$ cat config.mk
export PLATFORM = sky130hd
export DESIGN_NAME = mem_port_arbiter
export DESIGN_NICKNAME = d
export VERILOG_FILES = /design/src/rtl/mem_port_arbiter.sv
export SDC_FILE = /design/constraint.sdc
export NUM_CORES = 1
export LEC_CHECK = 0
export BUFFER_PORTS_ARGS = -buffer_cell sky130_fd_sc_hd__buf_4
export CORE_AREA = 2 2 366 368
export CTS_CLUSTER_SIZE = 28
export DETAILED_ROUTE_END_ITERATION = 10
export DIE_AREA = 0 0 368 370
export SYNTH_ARGS = -nofsm -noshare
export SYNTH_HDL_FRONTEND = slang
export SYNTH_SLANG_ARGS = --single-unit
$ cat constraint.sdc
create_clock -name clk -period 3.7 [get_ports clk]
set_clock_uncertainty 0.15 [all_clocks]
set_input_delay 0.185 -clock clk [delete_from_list [all_inputs] [get_ports clk]]
set_output_delay 0.185 -clock clk [all_outputs]
set_load 0.03 [all_outputs]
$ cat src/rtl/mem_port_arbiter.sv
// Two-master to one-memory port arbiter, round-robin or fixed priority.
// Latency: one arbitration cycle in IDLE, then commands pass combinationally to memory.
// Backpressure: memory stall is forwarded to the owner; the other master is always stalled.
module mem_port_arbiter #(
  parameter int RR_EN = 1
) (
  input  logic         clk,
  input  logic         rst,
  input  logic [31:0]  m0_addr,
  input  logic [31:0]  m1_addr,
  input  logic [127:0] m0_writedata,
  input  logic [127:0] m1_writedata,
  input  logic         m0_read,
  input  logic         m1_read,
  input  logic         m0_write,
  input  logic         m1_write,
  output logic [127:0] m0_readdata,
  output logic [127:0] m1_readdata,
  output logic         m0_readdata_valid,
  output logic         m1_readdata_valid,
  output logic         m0_waitrequest,
  output logic         m1_waitrequest,
  output logic [31:0]  s_addr,
  output logic [127:0] s_writedata,
  output logic         s_read,
  output logic         s_write,
  input  logic [127:0] s_readdata,
  input  logic         s_readdata_valid,
  input  logic         s_waitrequest,
  output logic         grant,
  output logic [31:0]  cnt_g0,
  output logic [31:0]  cnt_g1
);

  typedef enum logic [1:0] {IDLE, RD_CMD, RD_WAIT, WR_CMD} state_t;

  state_t state, state_nxt;
  logic   grant_nxt;
  logic   grant_ld;
  logic   req0, req1;
  logic   gr_read, gr_write;
  logic   gr_wait;
  logic   gr_rdv;

  assign req0     = m0_read | m0_write;
  assign req1     = m1_read | m1_write;
  assign gr_read  = grant ? m1_read  : m0_read;
  assign gr_write = grant ? m1_write : m0_write;

  // Read data is broadcast; only the valid strobe is steered to the owner.
  assign m0_readdata = s_readdata;
  assign m1_readdata = s_readdata;

  assign m0_waitrequest    = grant ? 1'b1 : gr_wait;
  assign m1_waitrequest    = grant ? gr_wait : 1'b1;
  assign m0_readdata_valid = ~grant & gr_rdv;
  assign m1_readdata_valid = grant & gr_rdv;

  // Next-state, arbitration decision and memory-side command steering.
  always_comb begin
    state_nxt   = state;
    grant_nxt   = grant;
    grant_ld    = 1'b0;
    s_addr      = grant ? m1_addr : m0_addr;
    s_writedata = grant ? m1_writedata : m0_writedata;
    s_read      = 1'b0;
    s_write     = 1'b0;
    gr_wait     = 1'b1;
    gr_rdv      = 1'b0;
    case (state)
      IDLE: begin
        if (req0 || req1) begin
          grant_ld = 1'b1;
          if (req0 && req1) grant_nxt = (RR_EN != 0) ? ~grant : 1'b0;
          else              grant_nxt = req1;
          // Read wins when the winner raises both commands.
          state_nxt = (grant_nxt ? m1_read : m0_read) ? RD_CMD : WR_CMD;
        end
      end
      RD_CMD: begin
        // Only the command that won the grant is forwarded, so a master
        // raising both never issues a read and a write at once.
        s_read  = gr_read;
        gr_wait = s_waitrequest;
        if (!gr_read)            state_nxt = IDLE;
        else if (!s_waitrequest) state_nxt = RD_WAIT;
      end
      RD_WAIT: begin
        gr_rdv = s_readdata_valid;
        if (s_readdata_valid) state_nxt = IDLE;
      end
      WR_CMD: begin
        s_write = gr_write;
        gr_wait = s_waitrequest;
        if (!gr_write || !s_waitrequest) state_nxt = IDLE;
      end
      default: state_nxt = IDLE;
    endcase
  end

  // State, owner and per-master grant counters; reset favours master 0 on the first tie.
  always_ff @(posedge clk) begin
    if (rst) begin
      state  <= IDLE;
      grant  <= 1'b1;
      cnt_g0 <= 32'd0;
      cnt_g1 <= 32'd0;
    end else begin
      state <= state_nxt;
      grant <= grant_nxt;
      if (grant_ld) begin
        if (grant_nxt) cnt_g1 <= cnt_g1 + 32'd1;
        else           cnt_g0 <= cnt_g0 + 32'd1;
      end
    end
  end

endmodule

==> flow_metrics.tcl, run 1 <==
set metrics [dict create \
    run_status "complete, no violations" \
    hold_viol 0 \
    use_met3 0.0602 \
    post-cts-setup-buffers 0 \
    power.leakage_nw 4.54 \
    grtUsageTotal 0.0936 \
    busiest_layer "met2" \
    synth_edf_count 0 \
    critPathCapture "s_writedata[40]" \
    portBuffers 558 \
    ff2ff_path_depth 5 \
    tritoncts "yes" \
    p_total_mw 3.91 \
    final_max_slew_viol_count 0 \
    rsz0062_at_grt "no" \
    routed_via_density 2.50 \
    die_w_um 368 \
    ys_ff_latch 67 \
    maxCapViolCount 0 \
    post_cts_resized 0 \
    layout_common_cells "buf_4 (561), mux2_2 (160), dfxtp_1 (66)" \
    vdd_drop_max_uv 218 \
    drc_errors 0 \
    place_ws_ps 977 \
    cts_hold_buf 0 \
    grt_pass1_wl_um 81000 \
    r2r_end "cnt_g0[28]" \
    seq_area_frac_synth 0.193 \
    clockBufferDepth 2 \
    syn_area_per_cell_um2 8.60 \
    fp.coreArea_mm2 0.132 \
    drive_gt1_frac 0.680 \
    grt_pass1_vias 6937 \
    async_flop_share 0 \
    vias 7185 \
    cts-buffers-inserted 9 \
    worstMarginPinSlew_ps 826 \
    layout_setup_ws_ps 957 \
    gp_congestion 0.983 \
    fillers 15600 \
    overflow 0 \
    areaGrowthSynthToFinish_pct 67.8 \
    syn_nets 1265 \
    post-route-min-period_ps 2740 \
    routed_wirelength_um 67400 \
    synth.cell_area_mm2 0.00694 \
    initial_utilization 0.0524 \
    num_rows 134 \
    reg2reg_slack_ps 990 \
    r2r-start "grant" \
    final_common_cell "buf_4" \
    postRouteAntennaNets 0 \
    finalCritPeriodShare 0.741 \
    cts_max_level 3 \
    syn_inst 807 \
    grt_max_degree 138 \
    ios 943 \
    clock-root-buffer "clkbuf_16" \
    p_per_area_mw_per_mm2 336 \
    drtIter0Drc 345 \
    crit_start "grant" \
    worst-endpoint-arrival_ps 2410 \
    hold_path_class "in -> reg" \
    clkLatencyLatePin_ps 330 \
    antenna_found_initial 54 \
    max_slew_margin 0.449 \
    use_met1 0.0962 \
    wire_per_inst_um 23.5 \
    fmax_mhz 365 \
    finalSetupTns_ps 0 \
    path_clk_slew_ps 50 \
    worst_setup_path_end_kind "output port" \
    synth_flop_cell "dfxtp_1" \
    grtUsageMet2 0.149 \
    critPathMaxFanout 137 \
    post-dp-hpwl_um 62400 \
    detail_route.first_pass.iterations 4 \
    setup_violations 0 \
    crit_type "reg -> out" \
    nNetsFinal 1552 \
    fp.dieH_um 370 \
    dieArea_mm2 0.136 \
    startpoint_type "flip-flop" \
    cts_sinks 67 \
    ys_types 40 \
    yosysWarnings 0 \
    required_ps 3370 \
]
-- Yosys cell counts (2+ instances only) --
cell type	instances	area, um2
mux2i_1	3	30.0
ha_1	2	25.0
or3_1	12	75.1
inv_1	11	41.3
o31ai_1	2	15.0
xnor2_1	18	158
buf_4	256	1920
nor3_1	11	55.1
xor2_1	31	272
and3_1	5	31.3
nor2_1	58	218
nand3b_1	2	15.0
and4_1	2	17.5
dfxtp_1	67	1340
o21bai_1	2	15.0
nor3b_1	2	15.0
or2_2	3	18.8
nor2b_1	2	12.5
o21ai_0	12	60.1
nand3_1	20	100
mux2_2	160	1800
a21oi_1	18	90.1
nand2_1	20	75.1
or4_1	4	30.0
nor3_2	3	30.0
nand4_1	30	188
nor4_1	11	68.8
clkbuf_1	28	105
-- cell type report --
class	count	area, um2	share of cell area
Clock buffer	13	260	0.0223
Multi-Input combinational cell	443	3520	0.302
Antenna cell	3	7.51	0.000644
Inverter	11	41.3	0.00354
Clock inverter	2	35.0	0.00301
Tap cell	1768	2210	0.190
Sequential cell	67	1350	0.115
Timing Repair Buffer	562	4230	0.363
-- critical path: stages, from the launching register on --
cell     delay [ps]
dfxtp_4         680
buf_12          510
mux2_2          420
buf_4           200
-- state kept, by name, summed over array words and instances (netlist names) --
register  flops
cnt_g0       32
cnt_g1       32
state         2
grant         1
-- through the flow --
stage / instance area, um2 / util / instances / hold slack [ps]
floorplan: 6940 / - / 807 / 207
global placement: 11300 / 0.0857 / 2851 / 220
detailed placement: 11300 / 0.0857 / 2851 / 220
CTS: 11600 / 0.0879 / 2866 / 43.5
global route: 11600 / 0.0879 / 2869 / 53.3
finish: 11600 / 0.0879 / 2869 / 58.3
-- routing by layer --
layer  vias up  routed length (um)  share of wire
met2       643               30700           0.46
met4        36                3390          0.050
li1       3093                   -              -
met5         -                 230         0.0034
met3       183                9520           0.14
met1      3230               23600           0.35
-- cells by family (layout without fill, tap and decap cells) --
kind of cell	after synthesis	count (layout)	synth area share
buffers and inverters	297	588	0.300
and+or+nand+nor	190	190	0.143
muxes	163	163	0.264
DFF	67	67	0.193
xor gates and xnor gates	49	49	0.0618
AOI/OAI and AO/OA	39	39	0.0339
adders and majority gates	2	2	0.00360
other	0	3	0
-- how the worst min path moves through the flow --
stage,endpoint,slack (ps),depth (start not counted),startpoint
final,state[0],60,3,s_waitrequest
after global routing,state[1],50,3,s_waitrequest
after CTS,state[1],40,3,s_waitrequest
after detailed placement,m0_readdata[0],220,0,s_readdata[0]
after global placement,m0_readdata[0],220,0,s_readdata[0]
after floorplan,state[1],210,2,s_waitrequest
-- where the power goes --
group	total (mW)	switching [mW]	internal (mW)
sequential	0.798	0.0583	0.740
clock	0.847	0.294	0.553
combinational	2.26	1.35	0.917
Power figures use the tool's default switching activity.
==> inputs of run 2 (changes only) <==
--- a/config.mk
+++ b/config.mk
@@ -5,11 +5,12 @@
 export SDC_FILE = /design/constraint.sdc
 export NUM_CORES = 1
 export LEC_CHECK = 0
+export ABC_AREA = 1
 export BUFFER_PORTS_ARGS = -buffer_cell sky130_fd_sc_hd__buf_4
-export CORE_AREA = 2 2 366 368
+export CORE_AREA = 2 2 365 367
 export CTS_CLUSTER_SIZE = 28
 export DETAILED_ROUTE_END_ITERATION = 10
-export DIE_AREA = 0 0 368 370
+export DIE_AREA = 0 0 367 369
 export SYNTH_ARGS = -nofsm -noshare
 export SYNTH_HDL_FRONTEND = slang
 export SYNTH_SLANG_ARGS = --single-unit
==> constraint.sdc (replaced) <==
create_clock -name clk -period 2.28 [get_ports clk]
set_clock_uncertainty 0.15 [all_clocks]
set_input_delay 0.114 -clock clk [delete_from_list [all_inputs] [get_ports clk]]
set_output_delay 0.114 -clock clk [all_outputs]
set_load 0.03 [all_outputs]
==> run 2 against run 1 <==
Die area decreased by 0.54%. Global-route usage increased by 0.82 points. First-iteration DRC count increased by 67%. Sequential share of layout area decreased by 0.87 points. Flip-flop and latch count unchanged. Cell count increased by 21%. Power increased by 100%. Via count increased by 38%. Register-to-register slack got worse by 650 ps. Worst setup slack got worse by 890 ps. Largest cell class unchanged. Critical path type unchanged.
==> flow_metrics.tcl, run 2 <==
set metrics [dict create \
    finalCritPeriodShare 0.971 \
    p_int_mw 3.68 \
    fp.dieH_um 369 \
    worstMarginPinSlew_ps 483 \
    vias 9889 \
    hold_start "m1_read" \
    cts_sinks 67 \
    startpoint_type "flip-flop" \
    met3_length_um 10900 \
    post-dp-hpwl_um 67200 \
    sequentialPowerShare 0.158 \
    p_total_mw 7.97 \
    yosysWarnings 0 \
    antenna_found_initial 31 \
    layout.area.seq_mm2 0.00135 \
    num_rows 133 \
    netlist_top_cells_area "nand2_1 (31%), buf_4 (25%), dfxtp_1 (17%)" \
    reg.largest.list "cnt_g0: 32 flops, cnt_g1: 32 flops, state: 2 flops" \
    post-cts-setup-buffers 0 \
    place_ws_ps 286 \
    maxCapViolCount 0 \
    worst-endpoint-arrival_ps 1950 \
    cts-buffers-inserted 9 \
    ys_ff_latch 67 \
    finalSetupTns_ps 0 \
    synth.cell_area_mm2 0.00775 \
    gp_congestion 0.957 \
    drtIter0Drc 575 \
    areaGrowthSynthToFinish_pct 62.6 \
    wl_met1_um 28600 \
    synth_edf_count 0 \
    p_sw_frac 0.538 \
    fin_cells 3459 \
    post-synth-top-area-cell "nand2_1" \
    portBuffers 558 \
    p_clk_frac 0.184 \
    yosysMostFrequentCell "nand2_1" \
    routed_via_density 2.86 \
    nNetsFinal 2154 \
    grtUsageTotal 0.102 \
    reg2reg_slack_ps 340 \
    detail_route.first_pass.iterations 5 \
    rsz0062_at_grt "no" \
    routed_wirelength_um 74100 \
    drive_gt1_frac 0.364 \
    layout_setup_ws_ps 66.2 \
    power.leakage_nw 6.07 \
    ios 943 \
    r2r-start "cnt_g0[1]" \
    fp.coreArea_mm2 0.131 \
    initial_utilization 0.0591 \
    holdPathEnd "state[1]" \
    ff2ff_path_depth 10 \
    max_slew_margin 0.678 \
    r2r_end "cnt_g0[30]" \
    postRouteAntennaNets 0 \
    synthTopCellsByCount "nand2_1 (642), buf_4 (256), nor2_1 (133)" \
    placed_cells 3438 \
    dieArea_mm2 0.135 \
    layout_common_cells "nand2_1 (642), buf_4 (571), nor2_1 (133)" \
    cts_max_level 3 \
    clockBufferDepth 2 \
    clock-root-buffer "clkbuf_16" \
    tritoncts "yes" \
    critPathMaxFanout 56 \
    required_ps 2020 \
    post-route-min-period_ps 2210 \
    seq_area_frac_synth 0.173 \
    hold_path_class "in -> reg" \
    grt_pass1_vias 9352 \
    final_max_slew_viol_count 0 \
    synth_flop_cell "dfxtp_1" \
    worst_setup_path_end_kind "output port" \
    dpl-instance-area_mm2 0.0122 \
    run_status "complete, no violations" \
    fin_hold_ws_ps 22.0 \
    setup_violations 0 \
    path_clk_slew_ps 60 \
    routed.top_layer "met5" \
    final_core_util 0.0961 \
    clkLatencyLatePin_ps 350 \
    syn_area_per_cell_um2 5.51 \
    syn_inst 1407 \
    wire_per_inst_um 21.4 \
    fillers 15600 \
    die_w_um 367 \
    wl_met2_um 32300 \
    final_common_cell "nand2_1" \
    power_frac_comb 0.658 \
    grt_pass1_wl_um 91000 \
    async_flop_share 0 \
    grt_max_degree 113 \
    p_per_area_mw_per_mm2 632 \
    fmax_mhz 452 \
    synth_top_area_frac 0.311 \
    syn_nets 1865 \
    whs_path_depth 6 \
    overflow 0 \
    final_area_mm2 0.0126 \
    p_sw_mw 4.29 \
    ys_types 29 \
    vdd_drop_max_uv 340 \
    drc_errors 0 \
    multi_input_area_mm2 0.00393 \
    crit_type "reg -> out" \
    hold_viol 0 \
]
==> run 2: cell types whose count changed after synthesis, moves of 8 or more <==
cell	before	now
nor4_1	11	0
mux2_2	160	0
xor2_1	31	4
nand2_1	20	642
inv_1	11	95
nor3_1	11	21
xnor2_1	18	4
a21oi_1	18	26
nand4_1	30	21
buf_2	1	13
nand3_1	20	44
or3_1	12	0
nor2_1	58	133
==> run 2: layer usage <==
metal  GRT usage  up-vias
li1            -     4589
met1       0.115     4470
met2       0.155      652
met3      0.0696      136
met4      0.0263       42
met5           0        -
==> run 2: worst max path at each step <==
stage / start / end / slack (ps) / cells after the start
2_1_floorplan: grant / s_writedata[100] / 340 / 6
3_3_place_gp: grant / s_addr[26] / 310 / 5
3_5_place_dp: grant / s_addr[26] / 290 / 5
4_1_cts: grant / s_writedata[6] / 30 / 5
5_1_grt: grant / s_addr[20] / 8 / 5
6_report: grant / s_writedata[34] / 70 / 5
==> run 2: logic make-up (layout without fill, tap and decap cells) <==
kind of cell	after synthesis	count (layout)	synth area share
buffers and inverters	400	694	0.320
flip-flops	67	67	0.173
XOR/XNOR	8	8	0.00904
other	0	3	0
adder cells (fa/ha/maj)	2	2	0.00323
AND/OR/NAND/NOR	885	885	0.463
AO/OA/AOI/OAI	45	45	0.0316
==> run 2: power groups by stage <==
stage | combinational, mW | clock [mW] | sequential [mW]
2_1_floorplan | 3.25 | 0 | 1.29
3_3_place_gp | 5.33 | 0 | 1.27
3_5_place_dp | 5.34 | 0 | 1.27
6_report | 5.24 | 1.47 | 1.26
5_1_grt | 5.57 | 1.57 | 1.27
4_1_cts | 5.33 | 1.52 | 1.25
==> run 2: what timing repair did <==
action,in CTS,in global routing
gates cloned,0,1
setup endpoints to repair,11,10
endpoints found under the hold margin,2,0
gates resized for setup,0,4
hold buffers,2,0
==> run 2: area by class of cell <==
class,instances,share of cell area
Timing Repair Buffer,579,0.352
Multi-Input combinational cell,940,0.312
Tap cell,1755,0.174
Sequential cell,67,0.107
Inverter,99,0.0301
Clock buffer,12,0.0220
Clock inverter,4,0.00238
Antenna cell,3,0.000596
==> run 2: worst max-delay path, cell delays in order, from the launching register on <==
cell	delay [ps]
dfxtp_4	480
buf_16	240
buf_4	300
nand2_1	70
nand2_1	150
buf_4	190
